`src/rtl/joypad_reader_if.sv`:
```
// rtl/joypad_reader_if.sv - NES-side, pad-side and poll control signals of the joypad reader
interface joypad_reader_if #(
  parameter int NUM_PADS = 2,
  parameter int BITS     = 8
) ();
  logic                     ce;
  logic                     mode;
  logic                     poll_start;
  logic                     nes_strobe;
  logic [NUM_PADS-1:0]      nes_clock;
  logic [NUM_PADS-1:0]      joy_data;
  logic                     joy_strobe;
  logic [NUM_PADS-1:0]      joy_clock;
  logic [NUM_PADS-1:0]      nes_data;
  logic [NUM_PADS*BITS-1:0] buttons;
  logic                     valid;
  logic                     busy;

  modport master (
    output ce, mode, poll_start, nes_strobe, nes_clock, joy_data,
    input  joy_strobe, joy_clock, nes_data, buttons, valid, busy
  );

  modport slave (
    input  ce, mode, poll_start, nes_strobe, nes_clock, joy_data,
    output joy_strobe, joy_clock, nes_data, buttons, valid, busy
  );
endinterface

```
`src/rtl/joypad_reader.sv`:
```
// rtl/joypad_reader.sv - NES joypad passthrough / autonomous poller with shift-register emulation
module joypad_reader #(
  parameter int NUM_PADS    = 2,
  parameter int BITS        = 8,
  parameter int CLK_DIV     = 6,
  parameter int SYNC_STAGES = 2
) (
  input  logic           clock,
  input  logic           reset,
  joypad_reader_if.slave bus
);
  localparam int PW = $clog2(CLK_DIV);
  localparam int IW = $clog2(BITS);
  localparam logic [PW-1:0] PHASE_LAST = PW'(CLK_DIV - 1);
  localparam logic [IW-1:0] IDX_LAST   = IW'(BITS - 1);

  typedef enum logic [2:0] {IDLE, STROBE, CLK_HI, CLK_LO, DONE} state_t;

  state_t                            state_q, state_d;
  logic [PW-1:0]                     phase_q, phase_d;
  logic [IW-1:0]                     idx_q, idx_d;
  logic                              mode_q, mode_d;
  logic                              busy_q, busy_d;
  logic                              valid_q, valid_d;
  logic                              jstrobe_q, jstrobe_d;
  logic                              jclock_q, jclock_d;
  logic [SYNC_STAGES*NUM_PADS-1:0]   sync_q, sync_d;
  logic [NUM_PADS-1:0]               sync_data;
  logic                              cap;
  logic [IW-1:0]                     cap_idx;
  logic                              phase_last;

  assign sync_d     = {sync_q[(SYNC_STAGES-1)*NUM_PADS-1:0], bus.joy_data};
  assign sync_data  = ~sync_q[SYNC_STAGES*NUM_PADS-1 -: NUM_PADS];
  assign phase_last = (phase_q == PHASE_LAST);

  always_comb begin
    state_d = state_q;
    phase_d = phase_q;
    idx_d   = idx_q;
    cap     = 1'b0;
    cap_idx = '0;
    mode_d  = (state_q == IDLE) ? bus.mode : mode_q;

    case (state_q)
      IDLE: begin
        if (bus.ce && mode_q && bus.poll_start) begin
          state_d = STROBE;
          phase_d = '0;
          idx_d   = IW'(1);
        end
      end
      STROBE, CLK_HI, CLK_LO: begin
        if (bus.ce) begin
          phase_d = phase_last ? '0 : phase_q + 1'b1;
          if (phase_last) begin
            case (state_q)
              STROBE: begin
                cap     = 1'b1;
                state_d = CLK_HI;
              end
              CLK_HI: begin
                cap     = 1'b1;
                cap_idx = idx_q;
                state_d = CLK_LO;
              end
              default: begin
                if (idx_q < IDX_LAST) begin
                  idx_d   = idx_q + 1'b1;
                  state_d = CLK_HI;
                end else begin
                  state_d = DONE;
                end
              end
            endcase
          end
        end
      end
      // DONE lasts one clock regardless of ce so valid is a single-clock pulse
      DONE:    state_d = IDLE;
      default: state_d = IDLE;
    endcase

    busy_d    = (state_d == STROBE) || (state_d == CLK_HI) || (state_d == CLK_LO);
    jstrobe_d = (state_d == STROBE);
    jclock_d  = (state_d == CLK_HI);
    valid_d   = (state_d == DONE);
  end

  always_ff @(posedge clock or posedge reset) begin
    if (reset) begin
      state_q   <= IDLE;
      phase_q   <= '0;
      idx_q     <= '0;
      mode_q    <= 1'b0;
      busy_q    <= 1'b0;
      valid_q   <= 1'b0;
      jstrobe_q <= 1'b0;
      jclock_q  <= 1'b0;
      sync_q    <= '1;
    end else begin
      state_q   <= state_d;
      phase_q   <= phase_d;
      idx_q     <= idx_d;
      mode_q    <= mode_d;
      busy_q    <= busy_d;
      valid_q   <= valid_d;
      jstrobe_q <= jstrobe_d;
      jclock_q  <= jclock_d;
      sync_q    <= sync_d;
    end
  end

  assign bus.joy_strobe = mode_q ? jstrobe_q : bus.nes_strobe;
  assign bus.joy_clock  = mode_q ? {NUM_PADS{jclock_q}} : bus.nes_clock;
  assign bus.busy       = busy_q;
  assign bus.valid      = valid_q;

  for (genvar p = 0; p < NUM_PADS; p++) begin : g_pad
    logic [BITS-1:0] shadow_q, shadow_d;
    logic [BITS-1:0] buttons_q, buttons_d;
    logic [BITS-1:0] emu_q, emu_d;
    logic [BITS-1:0] mask;
    logic            pt_q, pt_d;
    logic            nclk_q, nclk_d;
    logic            fall;

    assign fall   = nclk_q & ~bus.nes_clock[p];
    assign nclk_d = bus.nes_clock[p];
    assign mask   = {{(BITS-1){1'b0}}, 1'b1} << cap_idx;

    always_comb begin
      shadow_d = shadow_q;
      if (cap) shadow_d = (shadow_q & ~mask) | (sync_data[p] ? mask : '0);
      buttons_d = valid_d ? shadow_d : buttons_q;

      pt_d = pt_q;
      if (bus.nes_strobe || fall) pt_d = sync_data[p];

      // strobe loads buttons_d so a poll finishing this clock is seen immediately
      emu_d = emu_q;
      if (bus.nes_strobe)  emu_d = buttons_d;
      else if (fall)       emu_d = {1'b1, emu_q[BITS-1:1]};
    end

    always_ff @(posedge clock or posedge reset) begin
      if (reset) begin
        shadow_q  <= '0;
        buttons_q <= '0;
        emu_q     <= '0;
        pt_q      <= 1'b0;
        nclk_q    <= 1'b0;
      end else begin
        shadow_q  <= shadow_d;
        buttons_q <= buttons_d;
        emu_q     <= emu_d;
        pt_q      <= pt_d;
        nclk_q    <= nclk_d;
      end
    end

    assign bus.buttons[p*BITS +: BITS] = buttons_q;
    assign bus.nes_data[p]             = mode_q ? emu_q[0] : pt_q;
  end
endmodule

```
`src/flat_wrapper.sv`:
```
// flat-port wrapper written by rule: the top's interface ports become plain ports
module joypad_reader_flat 
#(
  parameter int NUM_PADS    = 2,
  parameter int BITS        = 8,
  parameter int CLK_DIV     = 6,
  parameter int SYNC_STAGES = 2
)
  (clock, reset, bus_ce, bus_mode, bus_poll_start, bus_nes_strobe, bus_nes_clock, bus_joy_data, bus_joy_strobe, bus_joy_clock, bus_nes_data, bus_buttons, bus_valid, bus_busy);
  joypad_reader_if #(.NUM_PADS(NUM_PADS), .BITS(BITS)) bus_i ();
  input  logic clock;
  input  logic reset;
  input wire logic [$bits(bus_i.ce)-1:0] bus_ce;
  input wire logic [$bits(bus_i.mode)-1:0] bus_mode;
  input wire logic [$bits(bus_i.poll_start)-1:0] bus_poll_start;
  input wire logic [$bits(bus_i.nes_strobe)-1:0] bus_nes_strobe;
  input wire logic [$bits(bus_i.nes_clock)-1:0] bus_nes_clock;
  input wire logic [$bits(bus_i.joy_data)-1:0] bus_joy_data;
  output wire logic [$bits(bus_i.joy_strobe)-1:0] bus_joy_strobe;
  output wire logic [$bits(bus_i.joy_clock)-1:0] bus_joy_clock;
  output wire logic [$bits(bus_i.nes_data)-1:0] bus_nes_data;
  output wire logic [$bits(bus_i.buttons)-1:0] bus_buttons;
  output wire logic [$bits(bus_i.valid)-1:0] bus_valid;
  output wire logic [$bits(bus_i.busy)-1:0] bus_busy;
  assign bus_i.ce = bus_ce;
  assign bus_i.mode = bus_mode;
  assign bus_i.poll_start = bus_poll_start;
  assign bus_i.nes_strobe = bus_nes_strobe;
  assign bus_i.nes_clock = bus_nes_clock;
  assign bus_i.joy_data = bus_joy_data;
  assign bus_joy_strobe = bus_i.joy_strobe;
  assign bus_joy_clock = bus_i.joy_clock;
  assign bus_nes_data = bus_i.nes_data;
  assign bus_buttons = bus_i.buttons;
  assign bus_valid = bus_i.valid;
  assign bus_busy = bus_i.busy;
  joypad_reader #(.NUM_PADS(NUM_PADS), .BITS(BITS), .CLK_DIV(CLK_DIV), .SYNC_STAGES(SYNC_STAGES)) u_core (.clock(clock), .reset(reset), .bus(bus_i));
endmodule
```
`config.mk`:
```
export PLATFORM = sky130hd
export DESIGN_NAME = joypad_reader_flat
export DESIGN_NICKNAME = d
export VERILOG_FILES = /design/src/rtl/joypad_reader_if.sv /design/src/rtl/joypad_reader.sv /design/src/flat_wrapper.sv
export SDC_FILE = /design/constraint.sdc
export NUM_CORES = 1
export LEC_CHECK = 0
export CAP_MARGIN = 20
export CORE_MARGIN = 4
export CORE_UTILIZATION = 56
export CTS_CLUSTER_SIZE = 25
export DETAILED_ROUTE_END_ITERATION = 6
export PLACE_DENSITY = 0.79
export SLEW_MARGIN = 40
export SYNTH_ARGS = -nofsm -noshare
export SYNTH_HDL_FRONTEND = slang
export SYNTH_SLANG_ARGS = --single-unit
export TNS_END_PERCENT = 5
```
`constraint.sdc`:
```
create_clock -name clock -period 2.64 [get_ports clock]
set_clock_uncertainty 0.15 [all_clocks]
set_input_delay 0.528 -clock clock [delete_from_list [all_inputs] [get_ports clock]]
set_output_delay 0.528 -clock clock [all_outputs]
set_load 0.01 [all_outputs]
```
==> results of run 1 <==
-- worst max path at each step --
stage          cells past startpoint          endpoint  slack (ns)        startpoint
2_1_floorplan                      1   u_core.bus.busy        0.20             reset
3_3_place_gp                       3    bus_joy_strobe        0.16    bus_nes_strobe
3_5_place_dp                       3    bus_joy_strobe        0.16    bus_nes_strobe
4_1_cts                            3    bus_joy_strobe        0.16    bus_nes_strobe
6_report                           3    bus_joy_strobe        0.17    bus_nes_strobe
5_1_grt                            4  bus_joy_clock[0]        0.09  bus_nes_clock[0]
-- stage by stage --
stage / total power (W) / util, % / setup WS (ns)
2_1_floorplan: 0.00178 / - / 0.200
3_5_place_dp: 0.00198 / 67.1 / 0.163
3_3_place_gp: 0.00196 / 67.1 / 0.163
4_1_cts: 0.00284 / 70.9 / 0.157
6_report: 0.00283 / 70.9 / 0.171
5_1_grt: 0.00300 / 70.9 / 0.0937
-- worst max-delay path, stage by stage --
cell and delay (ns):
clkdlybuf4s50_1 0.49, mux2_2 0.29, clkdlybuf4s50_1 0.47
-- layout by cell type, fill, tap and decap left out, drive strengths merged, types with 8 or more instances in the layout --
| master | Yosys | final |
|---|---|---|
| mux2 | 16 | 16 |
| nor2 | 12 | 12 |
| buf | 7 | 8 |
| a21oi | 14 | 14 |
| a21o | 13 | 13 |
| mux2i | 10 | 10 |
| dfrtp | 66 | 66 |
| clkdlybuf4s50 | 0 | 32 |
| clkbuf | 9 | 13 |
| inv | 14 | 14 |
| o21ai | 21 | 21 |
| nand2 | 40 | 40 |
-- final cells by class --
cell class	count	area, µm²
Clock buffer	13	159
Tap cell	70	87.6
Clock inverter	3	42.5
Timing Repair Buffer	40	393
Inverter	14	52.6
Sequential cell	70	1760
Multi-Input combinational cell	190	1220
Fill cell	372	1520
-- state kept, by name, summed over array words and instances, names as in the netlist --
| name | cells |
|---|---|
| u_core.bus.busy | 1 |
| u_core.bus.valid | 1 |
| u_core.g_pad.buttons_q | 16 |
| u_core.g_pad.emu_q | 16 |
| u_core.g_pad.nclk_q | 2 |
| u_core.g_pad.pt_q | 2 |
| u_core.g_pad.shadow_q | 16 |
| u_core.idx_q | 3 |
| u_core.jclock_q | 1 |
| u_core.jstrobe_q | 1 |
| u_core.mode_q | 1 |
| u_core.phase_q | 3 |
| u_core.state_q | 3 |
| u_core.sync_q | 4 |
-- cells by family (layout without fill, tap and decap cells) --
group | count (synthesis) | in the layout
and+or+nand+nor | 91 | 91
AOI/OAI and AO/OA | 72 | 72
DFF | 70 | 70
buffers and inverters | 30 | 70
muxes | 26 | 26
adders and majority gates | 1 | 1
-- routing by layer --
metal	GRT usage, %	vias to the layer above	wire [µm]	share of wire [%]
li1	-	1088	-	-
met1	27.0	1059	2790	46
met2	31.8	40	2840	47
met3	4.66	11	236	3.9
met4	8.82	0	147	2.4
met5	0	-	0	0
-- power by group through the flow --
stage / clock network (W) / registers [W] / logic (W)
detailed placement: 0 / 0.00139 / 0.000592
CTS: 0.000873 / 0.00137 / 0.000598
global route: 0.000931 / 0.00140 / 0.000668
finish: 0.000862 / 0.00138 / 0.000590
floorplan: 0 / 0.00130 / 0.000480
global placement: 0 / 0.00138 / 0.000582
==> metrics.txt, run 1 <==
status=finished, final reports clean; final antenna-violating net count=0; GPL Wtd Cong=between 0.8 and 0.9; share of the synthesized area in the top cell type=a little over half; Final Critical Period=about 2.5 ns; GRT Util Overall=between 20 and 25%; Clock power frac=30.5%; post-synthesis mux area share=under 10%; final hold violation count=0; Via density=5.50; die area=between 6000 and 7000 µm²; Area after DPL=3510 µm²; sequential share of power=48.7%; Overflow after GRT=0; FF-to-FF setup slack=~0.6 ns; Leak=~1.8 nW; Int Pwr=around 0.0020 W; XOR/XNOR Fraction of Synth Area=0%; starting density of the core=around 59%; share of post-route cells with drive strength above 1=roughly 15%; Logic pwr share=20.9%; Synth warnings=0; total core area=~5200 µm²; P_sw=around 0.00085 W; final worst-path cycle share=about 94%; Final Net Count=roughly 340; # rows=26; top cells by area, synth=dfrtp_1 (53%), nand2_1 (4.8%), mux2_2 (4.0%); MaxCap Viol Count=0; sequential area share after synthesis=between 50% and 60%; Root Buffer=clkbuf_8; cell taking the most area after synthesis=dfrtp_1; I/O Buffers=32; Clock transition at path regs=roughly 0.07 ns; final non-filler cell total=400; Final Setup Violations=0; CTS Buf Count=9; main combinational cell family by area after synthesis=simple AND/OR/NAND/NOR gates; R2R cell count=5; RSZ-0062 raised after global routing=no; top_reg_cell synth=dfrtp_1; Synth Net Count=around 300; initial antenna violation count=0; Setup crit end kind=output pin; htree depth=3; final routed DRC violation total=0; Commonest cells post-synth=dfrtp_1 (66), nand2_1 (40), o21ai_0 (21); final wirelength=roughly 6000 µm; Compound-Gate Fraction of Synth Area=between 10% and 20%; Netlist cell types=42; IO Count=33; Sum Neg Setup Slack=0 ns; Worst R2R End=u_core.g_pad[0].emu_q[2]; die height=approximately 83 µm; clock sink count=70; CTS resizes=0; Fmax=~0.41 GHz; first-pass GRT wire length=10300 µm; slew margin rel.=between 70 and 80%; Seq cells post-synth=70; Syn Inst Count=290; worst reg2reg startpoint=u_core.state_q[1]; switch share=approximately 30%; syn avg cell area=10.7 µm²; slew of the pin with the lowest slew margin=0.417 ns; wire per inst=15.0 µm; initial DRC count=around 150; min-delay src=u_core.sync_q[0]; Post-synth EDFFs=0; Synth Area in Adders=less than 1%; first-pass detailed-route iteration total=4; hold endpoint=u_core.sync_q[2]; worst path arrival time=about 1.8 ns; CTS tree=yes; Worst IR Drop VDD=between 0.0005 and 0.0006 V; Post-Synth Simple-Gate Area=between 10% and 20%; vias post-DR=between 2000 and 2500; critical path class=input pin to output pin; Cells after DPL=around 380; die width=82.5 µm; WHS Path Cells=0; Clock Latency Late Sink=0.33 ns; postcts setup bufs=0; Slew Viols, Final=0; Hold Path Class=flop to flop; via count of the first global-routing pass=roughly 2200; Pwr Density=about 760 nW/µm²; Synth async-reset ratio=100%; n_diodes=0; largest net degree at the start of global routing=between 70 and 80; Critical Path RT=a little under 2 ns; area delta synth->final=19.4%; Worst Path Max Fanout=2; CTS hold repair buffers=0; synthesized cell area=slightly above 3000 µm²; final instance area=approximately 3700 µm²; startpoint type of the worst setup path=input pin; worst hold margin=0.199 ns; most frequent cell after synthesis=dfrtp_1; clk buf depth=2; Post-DP HPWL=4160 µm
Note: power is estimated with default switching activity, not from simulation.
==> run 2: changes to the inputs <==
- CTS_CLUSTER_SIZE: 25 -> 28
==> results of run 2 <==
Same layout as run 1: the final DEF is identical, and so are final timing and power.
==> run 3: changes to the inputs <==
- CORE_MARGIN: 4 -> 10
- TNS_END_PERCENT: 5 -> 30
==> metrics.txt, run 3 (synthesis gave the netlist of run 1 again) <==
status=finished, final reports clean; clk buf depth=2; first-pass detailed-route iteration total=5; GRT Util Overall=between 15 and 20%; CTS tree=yes; most frequent cells in the layout=dfrtp_1 (66), nand2_1 (40), clkdlybuf4s50_1 (32); slowest cell on the critical path=clkdlybuf4s50_1; total core area=between 5000 and 6000 µm²; slew of the pin with the lowest slew margin=between 0.4 and 0.5 ns; GPL Wtd Cong=between 0.7 and 0.8; cell mode on critical path=clkdlybuf4s50_1; wire per inst=15.9 µm; Fmax=~0.40 GHz; Final Net Count=roughly 330; Setup crit end kind=output pin; first-pass GRT wire length=roughly 11000 µm; pre-CTS WS=roughly 0.16 ns; IO Count=33; Slew Viols, Final=0; I/O Buffers=32; area delta synth->final=18.6%; critical path's largest stage delay=approximately 0.57 ns; starting density of the core=between 50% and 60%; CTS Buf Count=9; postcts setup bufs=0; CTS resizes=0; CP bufs+invs=3; Worst IR Drop VDD=~0.00052 V; final wirelength=6340 µm; critical path class=input pin to output pin; Pwr Density=between 700 and 800 nW/µm²; die width=~95 µm; Area after DPL=between 3000 and 4000 µm²; Critical Path RT=~2 ns; initial antenna violation count=0; family with the most delay on the worst path=buffers and inverters; Root Buffer=clkbuf_8; setup ws final=around 0.17 ns; Overflow after GRT=0; final hold violation count=0; biggest regs=u_core.g_pad.buttons_q (16), u_core.g_pad.emu_q (16), u_core.g_pad.shadow_q (16); final routed DRC violation total=0; Post-DP HPWL=~4500 µm; Worst Path Max Fanout=4; Clock Latency Late Sink=0.33 ns; share of post-route cells with drive strength above 1=between 10 and 15%; via count of the first global-routing pass=between 2000 and 2500; Hold Path Class=flop to flop; Sum Neg Setup Slack=0 ns; vias post-DR=about 2200; startpoint type of the worst setup path=input pin; slew margin rel.=68.6%; # rows=27; Via density=5.52; final antenna-violating net count=0; die height=~95 µm; Leak=between 1.5 and 2 nW; final instance area=about 3700 µm²; n_diodes=0; MaxCap Viol Count=0; clock sink count=70; worst path arrival time=about 1.8 ns; Clock transition at path regs=around 0.06 ns; CTS hold repair buffers=0; initial DRC count=just under 90; Final Critical Period=2.47 ns; die area=a little under 9000 µm²; largest net degree at the start of global routing=50; crit-path cells=clkdlybuf4s50_1 > inv_1 > o21ai_0 > clkdlybuf4s50_1; commonest non-fill, non-tap cell in the layout=dfrtp_1; Final Setup Violations=0; RSZ-0062 raised after global routing=no; htree depth=3; final worst-path cycle share=93.6%
run 3: changes by cell type in the layout (fill, tap and decap cells not counted), sizes merged:
cell / before / now
clkinvlp: 1 / 2
buf: 8 / 6
bufinv: 1 / 0
clkbuf: 13 / 12
run 3: worst paths after layout:
path	start	end	slack [ns]	cells after the start
max	bus_nes_clock[1]	bus_joy_clock[1]	0.17	4
min	u_core.sync_q[1]	u_core.sync_q[3]	0.21	0
max reg2reg	u_core.state_q[1]	u_core.g_pad[1].shadow_q[2]	0.57	4
min reg2reg	u_core.sync_q[1]	u_core.sync_q[3]	0.21	0
max in group asynchronous	reset	u_core.g_pad[0].shadow_q[7]	1.35	3
min in group asynchronous	reset	u_core.g_pad[1].nclk_q	0.38	2
run 3: worst register-to-register path, cell delays in order (launching register included):
cell	delay [ns]
dfrtp_1	0.51
and4b_1	0.40
nand3_1	0.24
nor3_1	0.45
mux2i_1	0.24
run 3: report_power, final:
| group | switching, W | leakage (nW) | internal, W | total (W) |
|---|---|---|---|---|
| Combinational | 0.000304 | 0.809 | 0.000290 | 0.000593 |
| Clock | 0.000384 | 0.0845 | 0.000386 | 0.000769 |
| Sequential | 0.000177 | 0.883 | 0.00120 | 0.00138 |
| Total | 0.000864 | 1.78 | 0.00188 | 0.00274 |
run 3: per-layer routing:
| metal | part of all wire [%] | track usage (%) | vias up |
|---|---|---|---|
| met5 | 0 | 0 | - |
| met4 | 1.5 | 6.73 | 0 |
| met3 | 4.3 | 3.49 | 9 |
| met2 | 49 | 24.5 | 39 |
| met1 | 45 | 18.6 | 1078 |
| li1 | - | - | 1077 |
run 3: final cells by class:
class                      count  area (µm²)
timing repair buffer          38         390
tap                           72        90.1
fill                         429        1750
clock inverter                 3        20.0
multi-input combinational    190        1220
inverter                      14        52.6
sequential                    70        1760
clock buffer                  12         155
run 3: through the flow:
| stage | util (%) | total power [W] | cells | hold WS, ns |
|---|---|---|---|---|
| 6_report | 67.8 | 0.00274 | 399 | 0.208 |
| 3_5_place_dp | 64.6 | 0.00199 | 384 | 0.200 |
| 5_1_grt | 67.8 | 0.00289 | 399 | 0.216 |
| 3_3_place_gp | 64.6 | 0.00197 | 384 | 0.196 |
| 4_1_cts | 67.8 | 0.00276 | 399 | 0.207 |
| 2_1_floorplan | - | 0.00178 | 290 | 0.195 |
